<file path="src/rtl/axi_lite_ram_port_ctrl_pkg.sv">
// Shared types and constants for the AXI4-Lite to single-port RAM controller.
package axi_ram_pkg;

    localparam int AXI_DATA_W = 32;

    localparam logic [1:0] RESP_OKAY   = 2'b00;
    localparam logic [1:0] RESP_SLVERR = 2'b10;

    typedef enum logic [2:0] {
        IDLE,
        WR_EXEC,
        WR_RESP,
        RD_EXEC,
        RD_WAIT,
        RD_RESP
    } state_e;

endpackage

</file>
<file path="src/rtl/axi_lite_ram_port_ctrl_if.sv">
// AXI4-Lite bus bundle between a master and the RAM port controller.
interface axi_lite_ram_port_ctrl_if #(
    parameter int AXI_ADDR_W = 8
);
    logic [AXI_ADDR_W-1:0] s_awaddr;
    logic                  s_awvalid;
    logic                  s_awready;
    logic [31:0]           s_wdata;
    logic [3:0]            s_wstrb;
    logic                  s_wvalid;
    logic                  s_wready;
    logic [1:0]            s_bresp;
    logic                  s_bvalid;
    logic                  s_bready;
    logic [AXI_ADDR_W-1:0] s_araddr;
    logic                  s_arvalid;
    logic                  s_arready;
    logic [31:0]           s_rdata;
    logic [1:0]            s_rresp;
    logic                  s_rvalid;
    logic                  s_rready;

    modport slave (
        input  s_awaddr, s_awvalid, s_wdata, s_wstrb, s_wvalid, s_bready,
        input  s_araddr, s_arvalid, s_rready,
        output s_awready, s_wready, s_bresp, s_bvalid,
        output s_arready, s_rdata, s_rresp, s_rvalid
    );

    modport master (
        output s_awaddr, s_awvalid, s_wdata, s_wstrb, s_wvalid, s_bready,
        output s_araddr, s_arvalid, s_rready,
        input  s_awready, s_wready, s_bresp, s_bvalid,
        input  s_arready, s_rdata, s_rresp, s_rvalid
    );

endinterface

</file>
<file path="src/rtl/axi_lite_ram_port_ctrl.sv">
// AXI4-Lite slave driving one port of a registered-output RAM, one access at a time.
// Optional AXI_RAM_ADDR_CHECK_EN: addresses beyond the RAM answer SLVERR without a RAM cycle.
//
// state   | meaning
// IDLE    | ready pulses issued here; handshake latches the request
// WR_EXEC | RAM write cycle (skipped on partial strobes or bad address)
// WR_RESP | bvalid held until bready
// RD_EXEC | RAM read cycle issued
// RD_WAIT | registered RAM output captured into rdata
// RD_RESP | rvalid held until rready
module axi_lite_ram_port_ctrl
    import axi_ram_pkg::*;
#(
    parameter int AXI_ADDR_W = 8,
    parameter int RAM_ADDR_W = 3,
    parameter int RAM_DATA_W = 8
) (
    input  logic                    aclk,
    input  logic                    aresetn,
    axi_lite_ram_port_ctrl_if.slave s_axi,
    output logic                    ram_en,
    output logic                    ram_we,
    output logic [RAM_ADDR_W-1:0]   ram_addr,
    output logic [RAM_DATA_W-1:0]   ram_din,
    input  logic [RAM_DATA_W-1:0]   ram_dout
);

    localparam int NLANES = (RAM_DATA_W + 7) / 8;

    state_e                  state_q, state_d;
    logic                    prio_wr_q, prio_wr_d;
    logic                    awready_q, awready_d;
    logic                    arready_q, arready_d;
    logic [RAM_ADDR_W-1:0]   addr_q, addr_d;
    logic [RAM_DATA_W-1:0]   din_q, din_d;
    logic                    we_q, we_d;
    logic                    oor_q, oor_d;
    logic [AXI_DATA_W-1:0]   rdata_q, rdata_d;

    logic wr_req, rd_req;
    logic aw_oor, ar_oor;
    logic unused_ok;

    assign wr_req = s_axi.s_awvalid && s_axi.s_wvalid;
    assign rd_req = s_axi.s_arvalid;

`ifdef AXI_RAM_ADDR_CHECK_EN
    assign aw_oor = |(s_axi.s_awaddr >> (RAM_ADDR_W + 2));
    assign ar_oor = |(s_axi.s_araddr >> (RAM_ADDR_W + 2));
`else
    assign aw_oor = 1'b0;
    assign ar_oor = 1'b0;
`endif

    // Byte offset, aliased upper address bits and unmapped data lanes are intentionally dropped.
    assign unused_ok = ^{s_axi.s_awaddr, s_axi.s_araddr, s_axi.s_wdata, s_axi.s_wstrb};

    always_ff @(posedge aclk or negedge aresetn) begin
        if (!aresetn) begin
            state_q   <= IDLE;
            prio_wr_q <= 1'b1;
            awready_q <= 1'b0;
            arready_q <= 1'b0;
            addr_q    <= '0;
            din_q     <= '0;
            we_q      <= 1'b0;
            oor_q     <= 1'b0;
            rdata_q   <= '0;
        end else begin
            state_q   <= state_d;
            prio_wr_q <= prio_wr_d;
            awready_q <= awready_d;
            arready_q <= arready_d;
            addr_q    <= addr_d;
            din_q     <= din_d;
            we_q      <= we_d;
            oor_q     <= oor_d;
            rdata_q   <= rdata_d;
        end
    end

    always_comb begin
        state_d   = state_q;
        prio_wr_d = prio_wr_q;
        awready_d = 1'b0;
        arready_d = 1'b0;
        addr_d    = addr_q;
        din_d     = din_q;
        we_d      = we_q;
        oor_d     = oor_q;
        rdata_d   = rdata_q;
        ram_en    = 1'b0;
        ram_we    = 1'b0;

        case (state_q)
            IDLE: begin
                // Ready is registered, so the grant is decided one cycle before the handshake.
                if (awready_q) begin
                    if (wr_req) begin
                        addr_d  = s_axi.s_awaddr[RAM_ADDR_W+1:2];
                        din_d   = s_axi.s_wdata[RAM_DATA_W-1:0];
                        we_d    = &s_axi.s_wstrb[NLANES-1:0];
                        oor_d   = aw_oor;
                        state_d = WR_EXEC;
                    end
                end else if (arready_q) begin
                    if (rd_req) begin
                        addr_d  = s_axi.s_araddr[RAM_ADDR_W+1:2];
                        oor_d   = ar_oor;
                        state_d = RD_EXEC;
                    end
                end else if (wr_req && rd_req) begin
                    awready_d = prio_wr_q;
                    arready_d = !prio_wr_q;
                    prio_wr_d = !prio_wr_q;
                end else if (wr_req) begin
                    awready_d = 1'b1;
                end else if (rd_req) begin
                    arready_d = 1'b1;
                end
            end
            WR_EXEC: begin
                ram_en  = !oor_q;
                ram_we  = we_q && !oor_q;
                state_d = WR_RESP;
            end
            WR_RESP: begin
                if (s_axi.s_bready) state_d = IDLE;
            end
            RD_EXEC: begin
                ram_en  = !oor_q;
                state_d = RD_WAIT;
            end
            RD_WAIT: begin
                rdata_d = oor_q ? '0 : AXI_DATA_W'(ram_dout);
                state_d = RD_RESP;
            end
            RD_RESP: begin
                if (s_axi.s_rready) state_d = IDLE;
            end
            default: state_d = IDLE;
        endcase
    end

    assign s_axi.s_awready = awready_q;
    assign s_axi.s_wready  = awready_q;
    assign s_axi.s_arready = arready_q;
    assign s_axi.s_bvalid  = (state_q == WR_RESP);
    assign s_axi.s_bresp   = (state_q == WR_RESP && oor_q) ? RESP_SLVERR : RESP_OKAY;
    assign s_axi.s_rvalid  = (state_q == RD_RESP);
    assign s_axi.s_rresp   = (state_q == RD_RESP && oor_q) ? RESP_SLVERR : RESP_OKAY;
    assign s_axi.s_rdata   = rdata_q;

    assign ram_addr = addr_q;
    assign ram_din  = din_q;

endmodule

</file>
<file path="src/flat_wrapper.sv">
// flat-port wrapper written by rule: the top's interface ports become plain ports
module axi_lite_ram_port_ctrl_flat import axi_ram_pkg::*;
#(
    parameter int AXI_ADDR_W = 8,
    parameter int RAM_ADDR_W = 3,
    parameter int RAM_DATA_W = 8
)
  (aclk, aresetn, ram_en, ram_we, ram_addr, ram_din, ram_dout, s_axi_s_awaddr, s_axi_s_awvalid, s_axi_s_wdata, s_axi_s_wstrb, s_axi_s_wvalid, s_axi_s_bready, s_axi_s_araddr, s_axi_s_arvalid, s_axi_s_rready, s_axi_s_awready, s_axi_s_wready, s_axi_s_bresp, s_axi_s_bvalid, s_axi_s_arready, s_axi_s_rdata, s_axi_s_rresp, s_axi_s_rvalid);
  axi_lite_ram_port_ctrl_if #(.AXI_ADDR_W(AXI_ADDR_W)) s_axi_i ();
  input  logic aclk;
  input  logic aresetn;
  output logic ram_en;
  output logic ram_we;
  output logic [RAM_ADDR_W-1:0] ram_addr;
  output logic [RAM_DATA_W-1:0] ram_din;
  input  logic [RAM_DATA_W-1:0] ram_dout;
  input wire logic [$bits(s_axi_i.s_awaddr)-1:0] s_axi_s_awaddr;
  input wire logic [$bits(s_axi_i.s_awvalid)-1:0] s_axi_s_awvalid;
  input wire logic [$bits(s_axi_i.s_wdata)-1:0] s_axi_s_wdata;
  input wire logic [$bits(s_axi_i.s_wstrb)-1:0] s_axi_s_wstrb;
  input wire logic [$bits(s_axi_i.s_wvalid)-1:0] s_axi_s_wvalid;
  input wire logic [$bits(s_axi_i.s_bready)-1:0] s_axi_s_bready;
  input wire logic [$bits(s_axi_i.s_araddr)-1:0] s_axi_s_araddr;
  input wire logic [$bits(s_axi_i.s_arvalid)-1:0] s_axi_s_arvalid;
  input wire logic [$bits(s_axi_i.s_rready)-1:0] s_axi_s_rready;
  output wire logic [$bits(s_axi_i.s_awready)-1:0] s_axi_s_awready;
  output wire logic [$bits(s_axi_i.s_wready)-1:0] s_axi_s_wready;
  output wire logic [$bits(s_axi_i.s_bresp)-1:0] s_axi_s_bresp;
  output wire logic [$bits(s_axi_i.s_bvalid)-1:0] s_axi_s_bvalid;
  output wire logic [$bits(s_axi_i.s_arready)-1:0] s_axi_s_arready;
  output wire logic [$bits(s_axi_i.s_rdata)-1:0] s_axi_s_rdata;
  output wire logic [$bits(s_axi_i.s_rresp)-1:0] s_axi_s_rresp;
  output wire logic [$bits(s_axi_i.s_rvalid)-1:0] s_axi_s_rvalid;
  assign s_axi_i.s_awaddr = s_axi_s_awaddr;
  assign s_axi_i.s_awvalid = s_axi_s_awvalid;
  assign s_axi_i.s_wdata = s_axi_s_wdata;
  assign s_axi_i.s_wstrb = s_axi_s_wstrb;
  assign s_axi_i.s_wvalid = s_axi_s_wvalid;
  assign s_axi_i.s_bready = s_axi_s_bready;
  assign s_axi_i.s_araddr = s_axi_s_araddr;
  assign s_axi_i.s_arvalid = s_axi_s_arvalid;
  assign s_axi_i.s_rready = s_axi_s_rready;
  assign s_axi_s_awready = s_axi_i.s_awready;
  assign s_axi_s_wready = s_axi_i.s_wready;
  assign s_axi_s_bresp = s_axi_i.s_bresp;
  assign s_axi_s_bvalid = s_axi_i.s_bvalid;
  assign s_axi_s_arready = s_axi_i.s_arready;
  assign s_axi_s_rdata = s_axi_i.s_rdata;
  assign s_axi_s_rresp = s_axi_i.s_rresp;
  assign s_axi_s_rvalid = s_axi_i.s_rvalid;
  axi_lite_ram_port_ctrl #(.AXI_ADDR_W(AXI_ADDR_W), .RAM_ADDR_W(RAM_ADDR_W), .RAM_DATA_W(RAM_DATA_W)) u_core (.aclk(aclk), .aresetn(aresetn), .s_axi(s_axi_i), .ram_en(ram_en), .ram_we(ram_we), .ram_addr(ram_addr), .ram_din(ram_din), .ram_dout(ram_dout));
endmodule
</file>
<file path="config.mk">
export PLATFORM = sky130hd
export DESIGN_NAME = axi_lite_ram_port_ctrl_flat
export DESIGN_NICKNAME = d
export VERILOG_FILES = /design/src/rtl/axi_lite_ram_port_ctrl_pkg.sv /design/src/rtl/axi_lite_ram_port_ctrl_if.sv /design/src/rtl/axi_lite_ram_port_ctrl.sv /design/src/flat_wrapper.sv
export SDC_FILE = /design/constraint.sdc
export NUM_CORES = 1
export LEC_CHECK = 0
export BUFFER_PORTS_ARGS = -buffer_cell sky130_fd_sc_hd__buf_2
export CAP_MARGIN = 20
export CORE_MARGIN = 2
export CORE_UTILIZATION = 40
export DETAILED_ROUTE_END_ITERATION = 10
export GPL_TIMING_DRIVEN = 0
export MAX_ROUTING_LAYER = met4
export PLACE_DENSITY = 0.85
export SLEW_MARGIN = 25
export SYNTH_ARGS = -nofsm -noshare
export SYNTH_HDL_FRONTEND = slang
export SYNTH_SLANG_ARGS = --single-unit
</file>
<file path="constraint.sdc">
create_clock -name aclk -period 2.96 [get_ports aclk]
set_clock_uncertainty 0.05 [all_clocks]
set_input_delay 0.296 -clock aclk [delete_from_list [all_inputs] [get_ports aclk]]
set_output_delay 0.296 -clock aclk [all_outputs]
set_load 0.1 [all_outputs]
</file>
==> metrics.md <==
| Metric | Value |
|---|---|
| Outcome | complete, no violations |
| Clock transition at path regs | 0.13 ns |
| Least-Margin Pin Slew | 0.578 ns |
| Mapped Area | 1350 sq um |
| Initial antenna violation count | 0 |
| Clock Tree Buf Depth | 2 |
| Synth Instances | 115 |
| Total number of vias | 1012 |
| WP data required | 2.61 ns |
| TNS Setup | 0 ns |
| Yosys warns | 0 |
| Vias in the first global route | roughly 830 |
| Slew HR | 61.5% |
| Clock latency at the later pin of the worst-skew pair | 0.31 ns |
| Initial core utilization | around two fifths |
| Drt wl/cell | 9.99 microns |
| Die area | 3850 sq um |
| First-pass DRT Iterations | 4 |
| Number of H-tree levels | 1 |
| R2R Path Start | u_core.state_q[1] |
| Root buf cell | clkbuf_4 |
| CTS Sinks | 26 |
| Final HPWL DP | 1.98 mm |
| Gr usage total | roughly 13% |
| Die Wd | 62.1 microns |
| # IOs | 121 |
| Worst EP arrival | around 1.6 ns |
| Slew Limit Fails | 0 |
| Syn-to-layout area delta | 35.4% |
| Layout cell share with drive strength beyond 1 | a little under three fifths |
| Num rows | 21 |
| Hold path startpoint | s_axi_s_wdata[7] |
| Final hold violation count | 0 |
| Total grt overflow | 0 |
| Port bufs | 55 |
| Post-CTS resize count | 0 |
| WS Path Type | reg -> out |
| Final nets | 270 |
| Max Cap Viol | 0 |
| Drt total wl | 2.48 mm |
| Final Cycle Share | 65.8% |
| Sequential area share after synthesis | 48.3% |
| Startpoint types | flop |
| Syn Area/Cell | 11.7 sq um |
| DR iter-0 viols | 30 |
| Unrepaired setup endpoints after global routing | no |
| Antenna diodes | 0 |
| Hold WC Path Type | in -> reg |
| CTS tree | built |
| GPL Wtd Cong | 0.768 |
| Max FO, Critical Path | 9 |
| # setup viols final | 0 |
| CTS Buf Count | 3 |
| Maximum number of pins on one net before global-route repair | 27 |
| First-pass GRT wire length | 3.48 mm |
| Critical Path End Type | output port |
| Number of remaining DRC errors | 0 |
| Core area | 3280 sq um |
| Vias per inst | 4.08 |
| Worst Setup SP | u_core.state_q[2] |
| Max Clk Rate | 0.513 GHz |
| Tmin final | 1.95 ns |
| DRT antenna net count | 0 |
| Yosys reg bits | 26 |
| Die height | 62.1 microns |
| Netlist cell types | 30 |
-- cell families after synthesis --
family                 after synthesis  synth area share, %
multiplexers                        23                 19.2
other                                1                0.278
AO/OA/AOI/OAI                        5                 2.78
AND/OR/NAND/NOR                     25                 10.9
flip-flops                          26                 48.3
XOR/XNOR                             1                0.649
buffers and inverters               34                 17.8
-- worst paths after layout --
path,to,slack [ns],depth (start not counted)
worst max-delay path,ram_we,1.01,4
worst min-delay path,u_core.ram_din[7],0.14,2
worst max register to register,u_core.ram_din[6],1.11,4
worst min register to register,u_core.ram_din[1],0.45,1
max in group asynchronous,u_core.prio_wr_q,2.02,2
min in group asynchronous,u_core.ram_din[7],0.46,2
-- cell type report --
cell class	instances	area, sq um
fillers	320	1460
well taps	46	57.6
repair buffers	56	285
clock buffers	4	26.3
plain buffers	33	236
multi-input cells	82	566
flip-flops and latches	26	652
inverters	1	3.75
-- Yosys cell counts --
master | count | area share, %
conb_1 | 1 | 0.28
clkbuf_1 | 1 | 0.28
nor2b_1 | 2 | 0.93
or4_1 | 1 | 0.56
nor3_1 | 1 | 0.37
mux2_2 | 19 | 16
xnor2_1 | 1 | 0.65
nand2_1 | 5 | 1.4
nand2b_1 | 2 | 0.93
dfrtp_1 | 25 | 46
mux2_1 | 4 | 3.3
a21oi_2 | 1 | 0.65
dfstp_2 | 1 | 1.9
nand3_1 | 1 | 0.37
buf_2 | 2 | 0.74
a211oi_1 | 1 | 0.56
nor3b_1 | 2 | 1.1
or3_1 | 1 | 0.46
inv_1 | 1 | 0.28
buf_4 | 29 | 16
nand3b_1 | 2 | 1.1
nor2_1 | 3 | 0.83
nor2_4 | 1 | 0.83
and3b_1 | 1 | 0.65
clkbuf_2 | 1 | 0.37
o21a_1 | 1 | 0.56
nor4_1 | 2 | 0.93
a21oi_1 | 1 | 0.37
and2_1 | 1 | 0.46
a2111oi_0 | 1 | 0.65
-- critical path, stage by stage, from the launching register on --
cell and delay [ns]:
dfrtp_1 0.38, clkbuf_2 0.17, nor2b_2 0.16, and3b_1 0.16
buf_2 0.42
-- metrics by stage --
| stage | hold WS (ns) | cells | utilization (%) | setup slack, ns | area (sq um) |
|---|---|---|---|---|---|
| final | 0.139 | 248 | 55.6 | 1.01 | 1830 |
| after detailed placement | 0.280 | 243 | 54.5 | 1.12 | 1790 |
| after CTS | 0.125 | 248 | 55.6 | 0.990 | 1830 |
| after global placement | 0.277 | 243 | 54.5 | 1.14 | 1790 |
| after global routing | 0.119 | 248 | 55.6 | 0.882 | 1830 |
| after floorplan | -0.0496 | 142 | - | 0.347 | 1460 |
-- sequential cells by signal, summed over array words and instances, names as in the netlist --
register / flops
u_core.prio_wr_q: 1
u_core.s_axi.s_rdata: 8
u_core.ram_addr: 3
u_core.s_axi.s_arready: 1
u_core.ram_din: 8
u_core.state_q: 3
u_core.we_q: 1
u_core.s_axi.s_awready: 1
-- per-layer routing --
metal / part of all wire [%] / track usage (%) / up-vias
met5: 0 / - / -
met4: 0.36 / 0.912 / 0
met3: 6.6 / 3.93 / 2
met2: 50 / 21.4 / 42
met1: 43 / 15.4 / 461
li1: - / - / 507
-- timing repair --
action                                 4_1_cts  5_1_grt
hold buffers                                 1        0
setup buffers                                0        0
endpoints found under the hold margin       25        0
-- cells in the final DEF, fill, tap and decap left out, drive strengths merged, types with 4 or more instances in the layout --
master   n
clkbuf   6
nand2    5
nor2     4
dfrtp   25
buf     86
conb    28
mux2    23
Power is left out: the tool's default activity adds up to more than one toggle a clock period on the data nets, which glitch-free logic cannot reach.
